==> src/rtl/hack_cpu_ctrl.sv <==
// Multi-cycle Hack CPU control core: fetches over a valid handshake, drives an
// external combinational Hack ALU, and accesses data memory (M) via req/resp.
module hack_cpu_ctrl #(
  parameter logic [14:0] RESET_PC = 15'd0
) (
  input  logic        clk,
  input  logic        rst_n,
  output logic        instr_req,
  output logic [14:0] instr_addr,
  input  logic        instr_valid,
  input  logic [15:0] instr,
  output logic        mem_req,
  output logic        mem_we,
  output logic [14:0] mem_addr,
  output logic [15:0] mem_wdata,
  input  logic        mem_rvalid,
  input  logic [15:0] mem_rdata,
  input  logic        mem_wack,
  output logic [15:0] alu_x,
  output logic [15:0] alu_y,
  output logic        alu_zx,
  output logic        alu_nx,
  output logic        alu_zy,
  output logic        alu_ny,
  output logic        alu_f,
  output logic        alu_no,
  input  logic [15:0] alu_out,
  input  logic        alu_zr,
  input  logic        alu_ng,
  output logic [14:0] pc
);

  localparam logic [1:0] ST_FETCH = 2'd0;
  localparam logic [1:0] ST_LOAD  = 2'd1;
  localparam logic [1:0] ST_EXEC  = 2'd2;
  localparam logic [1:0] ST_STORE = 2'd3;

  logic [1:0]  state_r;
  logic [14:0] pc_r;
  logic [15:0] a_r;
  logic [15:0] d_r;
  logic [15:0] ir_r;
  logic [15:0] mreg_r;
  logic        jump_s;
  logic [14:0] pc_inc_s;

  function automatic logic jump_taken(input logic [2:0] j, input logic zr, input logic ng);
    return (j[2] & ng) | (j[1] & zr) | (j[0] & ~ng & ~zr);
  endfunction

  assign pc         = pc_r;
  assign instr_addr = pc_r;
  assign alu_x      = d_r;
  assign {alu_zx, alu_nx, alu_zy, alu_ny, alu_f, alu_no} = ir_r[11:6];

  // ALU y operand selection and jump evaluation for the current instruction
  always_comb begin
    alu_y    = a_r;
    jump_s   = 1'b0;
    pc_inc_s = pc_r + 15'd1;
    if (ir_r[12]) begin
      alu_y = mreg_r;
    end else begin
      alu_y = a_r;
    end
    jump_s = jump_taken(ir_r[2:0], alu_zr, alu_ng);
  end

  // Control state machine, architectural registers and registered requests
  always_ff @(posedge clk or negedge rst_n) begin
    if (!rst_n) begin
      state_r   <= ST_FETCH;
      pc_r      <= RESET_PC;
      a_r       <= 16'd0;
      d_r       <= 16'd0;
      ir_r      <= 16'd0;
      mreg_r    <= 16'd0;
      instr_req <= 1'b0;
      mem_req   <= 1'b0;
      mem_we    <= 1'b0;
      mem_addr  <= 15'd0;
      mem_wdata <= 16'd0;
    end else begin
      case (state_r)
        ST_FETCH: begin
          if (!instr_req) begin
            instr_req <= 1'b1;
          end else if (instr_valid) begin
            ir_r      <= instr;
            instr_req <= 1'b0;
            if (instr[15] && instr[12]) begin
              state_r  <= ST_LOAD;
              mem_req  <= 1'b1;
              mem_we   <= 1'b0;
              mem_addr <= a_r[14:0];
            end else begin
              state_r <= ST_EXEC;
            end
          end
        end
        ST_LOAD: begin
          if (mem_rvalid) begin
            mreg_r  <= mem_rdata;
            mem_req <= 1'b0;
            state_r <= ST_EXEC;
          end
        end
        ST_EXEC: begin
          if (!ir_r[15]) begin
            a_r       <= {1'b0, ir_r[14:0]};
            pc_r      <= pc_inc_s;
            instr_req <= 1'b1;
            state_r   <= ST_FETCH;
          end else begin
            if (ir_r[5]) a_r <= alu_out;
            if (ir_r[4]) d_r <= alu_out;
            // Jump target and store address both use A as it was before this write
            pc_r <= jump_s ? a_r[14:0] : pc_inc_s;
            if (ir_r[3]) begin
              mem_req   <= 1'b1;
              mem_we    <= 1'b1;
              mem_addr  <= a_r[14:0];
              mem_wdata <= alu_out;
              state_r   <= ST_STORE;
            end else begin
              instr_req <= 1'b1;
              state_r   <= ST_FETCH;
            end
          end
        end
        ST_STORE: begin
          if (mem_wack) begin
            mem_req   <= 1'b0;
            mem_we    <= 1'b0;
            instr_req <= 1'b1;
            state_r   <= ST_FETCH;
          end
        end
        default: begin
          state_r   <= ST_FETCH;
          instr_req <= 1'b0;
          mem_req   <= 1'b0;
          mem_we    <= 1'b0;
        end
      endcase
    end
  end

endmodule

==> config.mk <==
export PLATFORM = sky130hd
export DESIGN_NAME = hack_cpu_ctrl
export DESIGN_NICKNAME = d
export VERILOG_FILES = /design/src/rtl/hack_cpu_ctrl.sv
export SDC_FILE = /design/constraint.sdc
export NUM_CORES = 1
export LEC_CHECK = 0
export BUFFER_PORTS_ARGS = -buffer_cell sky130_fd_sc_hd__clkbuf_2
export CORE_UTILIZATION = 53
export CTS_CLUSTER_DIAMETER = 80
export DETAILED_ROUTE_END_ITERATION = 10
export MAX_ROUTING_LAYER = met4
export PLACE_DENSITY = 0.86
export SYNTH_ARGS = -nofsm -noshare
export SYNTH_HDL_FRONTEND = slang
export SYNTH_SLANG_ARGS = --single-unit
==> constraint.sdc <==
create_clock -name clk -period 2.4 [get_ports clk]
set_clock_uncertainty 0.05 [all_clocks]
set_input_delay 0.48 -clock clk [delete_from_list [all_inputs] [get_ports clk]]
set_output_delay 0.48 -clock clk [all_outputs]
set_load 0.02 [all_outputs]
==> results of run 1 <==
placed cells by master, fill, tap and decap left out, drive strengths merged, types with 14 or more instances in the layout:
cell    instances
clkbuf        172
dfrtp         115
a21oi          39
mux2i          16
nand3          18
mux2           91
buf            14
o21ai          27
nor2           23
nand2          20
routing by layer:
metal  GRT usage (%)  wire [um]  vias to the layer above
met5               -          0                        -
met4            10.5        251                        0
met3            5.62        730                       32
met2            44.6       6410                      184
met1            35.7       5500                     1994
li1                -          -                     1806
worst max-delay path, stage by stage, from the launching register on:
cell and delay (ps):
dfrtp_1 350, buf_4 210, mux2_2 360, clkbuf_2 160
synth_stat cells, types with 2 or more instances:
cell type  number  area (sq um)
a2bb2oi_1       2          17.5
dfrtp_1       115          2880
nor2_1         23          86.3
clkbuf_1        5          18.8
o21ai_1         2          10.0
o22ai_1         4          25.0
and4_1          2          17.5
buf_2          12          60.1
o21ai_0        25           125
mux2_1         25           282
mux2_2         66           743
o22a_1          2          17.5
buf_6           2          22.5
mux2i_1        16           160
and3_1          3          18.8
a21oi_1        38           190
nand2_1        19          71.3
nand3_2         3          30.0
nand3_1        15          75.1
inv_1           7          26.3
buf_4          20           150
flip-flops by register name, indices dropped and copies added (netlist names):
register and flops:
instr_req 1, ir_r 16, state_r 2, a_r 16, mem_we 1, mem_req 1, instr_addr 15, alu_x 16
mreg_r 16, mem_wdata 16, mem_addr 15
layout make-up:
class                   count  area share, %
clock inverters            15           2.74
clock buffers              17           6.26
flip-flops and latches    115           43.5
well taps                 129           2.44
multi-input cells         265           30.9
inverters                   7          0.397
repair buffers            170           13.8
metrics by stage:
step | setup WS [ps] | utilization, % | instance area [sq um]
after floorplan | 755 | - | 5190
after detailed placement | 486 | 64.2 | 6010
after global placement | 546 | 64.2 | 6010
after CTS | 270 | 70.6 | 6620
after global routing | 226 | 70.6 | 6620
final | 291 | 70.6 | 6620
cell families (layout without fill, tap and decap cells):
family / after synthesis / count (layout) / synth area share, %
multiplexers: 107 / 107 / 22.8
AO/OA/AOI/OAI: 82 / 82 / 8.85
adder cells (fa/ha/maj): 1 / 1 / 0.241
AND/OR/NAND/NOR: 75 / 75 / 7.28
flip-flops: 115 / 115 / 55.4
buffers and inverters: 46 / 209 / 5.35
power groups by stage:
stage          combinational, uW  sequential (uW)  clock (uW)
4_1_cts                     4700             3770        2540
6_report                    4680             3780        2510
3_3_place_gp                4500             3710           0
3_5_place_dp                4630             3780           0
2_1_floorplan               2710             4220           0
5_1_grt                     5050             3910        2630
how the worst max path moves through the flow:
stage                     startpoint                    endpoint  slack, ps
2_1_floorplan  instr_req$_DFFE_PN0P_     mem_addr[8]$_DFFE_PN0P_        760
3_3_place_gp                  alu_ng  instr_addr[11]$_DFFE_PN0P_        550
3_5_place_dp                  alu_ng  instr_addr[11]$_DFFE_PN0P_        490
4_1_cts         ir_r[12]$_DFFE_PN0P_                   alu_y[15]        270
5_1_grt         ir_r[12]$_DFFE_PN0P_                    alu_y[7]        230
6_report        ir_r[12]$_DFFE_PN0P_                    alu_y[6]        290
timing repair:
action | in CTS | in global routing
hold buffers | 1 | 0
gates resized for setup | 0 | 0
endpoints found under the hold margin | 35 | 0
==> qor.csv, run 1 <==
metric;value;unit
mapped cell area;5190;sq um
Die X;101;um
RSZ-0062 raised after global routing;no;
Max VDD drop;0.878;mV
Placer Congestion;0.874;
Min-Delay Endpoint;ir_r[6]$_DFFE_PN0P_;
Pleak;0.00311;uW
layout cells sized above 1;47.0;%
status;finished clean;
remaining routing DRC violations;0;
I/O Buffers;156;
type of the worst setup path;flop to output port;
CP arrival;1580;ps
Critical R2R Capture;alu_x[13]$_DFFE_PN0P_;
Cells on Worst Hold Path;2;
part of the power in combinational logic;42.7;%
global-route wire length before repair;20.8;mm
TritonRoute pass-1 iters;4;
clock slew seen by the registers of the worst setup and hold paths;60;ps
final hold vios;0;
Clock Latency Late Sink;510;ps
row cnt;35;
Tmin final;2110;ps
Rel. slew slack;64.7;%
PD cells;1660;nW/um^2
initial antenna violation count;0;
layout net count;632;
antenna cells;0;
Netlist cell types;41;
Via-to-Cell Ratio;5.59;
CTS tree;built;
area grow syn2layout;27.5;%
EDFF count, synth;0;
total global-route track usage;28.0;%
Inst Count DP;685;
Net Sw Frac;41.6;%
WL/cell;17.9;um
syn avg cell area;12.2;sq um
Post-CTS Setup Bufs;0;
Net Switching;4560;uW
Max Slew Vio Count;0;
Initial Util;55.4;%
FF+latch count, synth;115;
crit path max fanout;11;
Net Count, Synth;482;
Synth Instances;426;
worst r2r path cells;3;
FILL cells;692;
Internal;6400;uW
Core Area;9370;sq um
clock share of power;22.9;%
TritonCTS buffer count;17;
io pins;157;
clk root buf;clkbuf_8;
slew of the pin with the lowest slew margin;530;ps
Hold Startpoint;instr[6];
clock buffer depth;2;
Hold WC Path Type;input pin to flop;
Multi-input gate area;2040;sq um
final setup violation count;0;
sequential fraction of the synthesis area;55.4;%
CP required;1870;ps
Die Y;101;um
HPWL after DPL;8.87;mm
Synth Warn #;0;
DRT antenna net count;0;
H-tree level count;4;
minimum setup slack among reg-to-reg paths;530;ps
# clock sinks;115;
routed vias;4016;
routed wire length;12.9;mm
largest net degree at the start of global routing;46;
vias in the first global route;4183;
total grt overflow;0;
Fmax;0.474;GHz
CP Launch Type;flop;
Seq pwr share;34.5;%
top_reg_cell synth;dfrtp_1;
asr flop ratio synth;100;%
Min Hold Slack;155;ps
Finished Layout Cells;718;
crit share post-route;87.9;%
max cap viols;0;
FF-to-FF Start;state_r[1]$_DFFE_PN0P_;
CP endpoint kind;output port;
Sequential Area;2880;sq um
total power;11000;uW
die area;10200;sq um
setup TNS;0;ps
Initial DRC Count;212;
No activity file was read; power rests on OpenSTA's default activity.
==> inputs of run 2 (changes only) <==
Settings changed: ABC_AREA set to 1, PLACE_DENSITY 0.86 to 0.85.
==> run 2 against run 1 <==
Against the previous run:
- die area rose by 5.2%
- sequential cell count did not move
- clock power rose by 6%
- synthesized cell count rose by 51%
- clock-buffer cell count rose by 2
- combinational power rose by 5.3%
- critical endpoint is now alu_y[5]
- routed wire length rose by 16%
- final area rose by 3.6%
- critical path type unchanged
- via count rose by 26%
- critical path depth did not move
==> qor.csv, run 2 <==
metric;value;unit
clock slew seen by the registers of the worst setup and hold paths;60;ps
die area;10700;sq um
status;finished clean;
final hold vios;0;
global-route wire length before repair;24.3;mm
final setup margin;160;ps
Post-CTS Setup Bufs;0;
vias in the first global route;4945;
layout net count;841;
Clock Latency Late Sink;520;ps
Min Hold Slack;115;ps
total global-route track usage;30.0;%
# resized after CTS;0;
Synth area leader;dfrtp_1;
slew of the pin with the lowest slew margin;940;ps
CTS tree;built;
EDFF count, synth;0;
part of the power in combinational logic;44.3;%
Pleak;0.00362;uW
setup TNS;0;ps
initial antenna violation count;0;
RSZ-0062 raised after global routing;no;
layout cells sized above 1;30.3;%
syn avg cell area;8.50;sq um
CP arrival;1710;ps
routed vias;5080;
Net Count, Synth;699;
routed wire length;14.9;mm
Via-to-Cell Ratio;5.46;
clock buffer depth;2;
Internal;6160;uW
type of the worst setup path;flop to output port;
Yosys top cell area share;52.7;%
CP required;1870;ps
pre-CTS setup slack;415;ps
CP Launch Type;flop;
Net Switching;4970;uW
count leader, synth;nand2_1;
most frequent cells in the layout;193 x nand2_1, 155 x clkbuf_2, 115 x dfrtp_1, 69 x inv_1, 64 x o21ai_0;
max cap viols;0;
crit path max fanout;33;
Hold WC Path Type;input pin to flop;
Net Sw Frac;44.6;%
final setup violation count;0;
WL/cell;16.0;um
commonest non-fill, non-tap cell in the layout;nand2_1;
mapped cell area;5460;sq um
most frequent cells after synthesis;193 x nand2_1, 115 x dfrtp_1, 69 x inv_1;
Max VDD drop;0.779;mV
sequential fraction of the synthesis area;52.7;%
H-tree level count;4;
clk root buf;clkbuf_8;
remaining routing DRC violations;0;
Netlist cell types;32;
Finished Cell Area;6860;sq um
asr flop ratio synth;100;%
antenna cells;0;
total grt overflow;0;
Placer Congestion;0.846;
Rel. slew slack;37.1;%
top_reg_cell synth;dfrtp_1;
io pins;157;
Initial Util;55.4;%
Initial DRC Count;451;
I/O Buffers;156;
Placed Area;6220;sq um
Final Util;69.5;%
Max Slew Vio Count;0;
crit share post-route;93.3;%
Synth Warn #;0;
HPWL after DPL;10.0;mm
Tmin final;2240;ps
TritonRoute pass-1 iters;5;
area grow syn2layout;25.5;%
clock share of power;23.8;%
Die Y;104;um
CP endpoint kind;output port;
largest net degree at the start of global routing;53;
FF+latch count, synth;115;
Seq pwr share;31.9;%
Core Area;9860;sq um
FILL cells;720;
largest cells by area after synthesis;dfrtp_1 53%, nand2_1 13%, o21ai_0 5.9%;
Synth Instances;643;
PD cells;1620;nW/um^2
DRT antenna net count;0;
# clock sinks;115;
row cnt;36;
Fmax;0.446;GHz
Die X;104;um
TritonCTS buffer count;17;
==> run 2: changes by cell type after synthesis, sizes merged, moves of 3 or more <==
cell,change
nand3,+30
and3,-3
o21ai,+86
a21oi,-36
nand4,+3
and4,-3
mux2,-74
inv,+64
nand2,+175
mux2i,-16
o22ai,-4
==> run 2: logic make-up (layout without fill, tap and decap cells) <==
group	Yosys count	after routing	share of synthesized area, %
AND/OR/NAND/NOR	277	277	21.4
flip-flops	115	115	52.7
adder cells (fa/ha/maj)	1	1	0.229
buffers and inverters	114	269	9.85
multiplexers	17	17	3.50
AO/OA/AOI/OAI	117	117	12.0
XOR/XNOR	2	2	0.321
==> run 2: worst paths after layout <==
path                                     startpoint                        to  slack, ps  cells past startpoint
max reg2reg                  state_r[0]$_DFFE_PN0P_  mem_wdata[3]$_DFFE_PN0P_        280                      6
min in group asynchronous                     rst_n   mem_addr[6]$_DFFE_PN0P_        500                      2
max                            ir_r[12]$_DFFE_PN0P_                  alu_y[5]        160                      3
min reg2reg                mem_addr[12]$_DFFE_PN0P_  mem_addr[12]$_DFFE_PN0P_        430                      2
max in group asynchronous                     rst_n      alu_x[8]$_DFFE_PN0P_       1050                      3
min                                       instr[11]      ir_r[11]$_DFFE_PN0P_        120                      3
==> run 2: repair_timing <==
item                       4_1_cts  5_1_grt
hold buffers                     1        0
hold endpoints to repair        50        0
setup endpoints to repair        0        0
==> run 2: power groups by stage <==
stage | sequential (uW) | clock [uW] | combinational [uW]
2_1_floorplan | 4100 | 0 | 2770
3_3_place_gp | 3490 | 0 | 4670
3_5_place_dp | 3540 | 0 | 4820
4_1_cts | 3530 | 2660 | 4910
5_1_grt | 3650 | 2760 | 5350
6_report | 3550 | 2650 | 4930
==> run 2: final cells by class <==
class / instances / area (sq um) / area share [%]
Tap cell: 133 / 166 / 2.43
Sequential cell: 115 / 2880 / 42.0
Timing Repair Buffer: 166 / 873 / 12.7
Inverter: 71 / 269 / 3.92
Clock buffer: 19 / 442 / 6.44
Clock inverter: 13 / 183 / 2.66
Multi-Input combinational cell: 414 / 2050 / 29.9
==> run 2: worst max-delay path, cell delays in order, from the launching register on <==
cell and delay (ps):
dfrtp_1 360, buf_4 220, o21ai_0 350, clkbuf_2 240
==> run 2: stage by stage <==
stage / total power (uW) / cells
after CTS: 11100 / 931
final: 11100 / 931
after floorplan: 6870 / 643
after detailed placement: 8360 / 898
after global routing: 11800 / 931
after global placement: 8160 / 898
==> run 2: layer usage <==
layer  up-vias  part of all wire (%)  track usage (%)
met4         0                   5.3             18.6
met1      2401                    39             34.7
met3        69                   6.6             6.36
met5         -                     0                -
li1       2334                     -                -
met2       276                    49             48.0
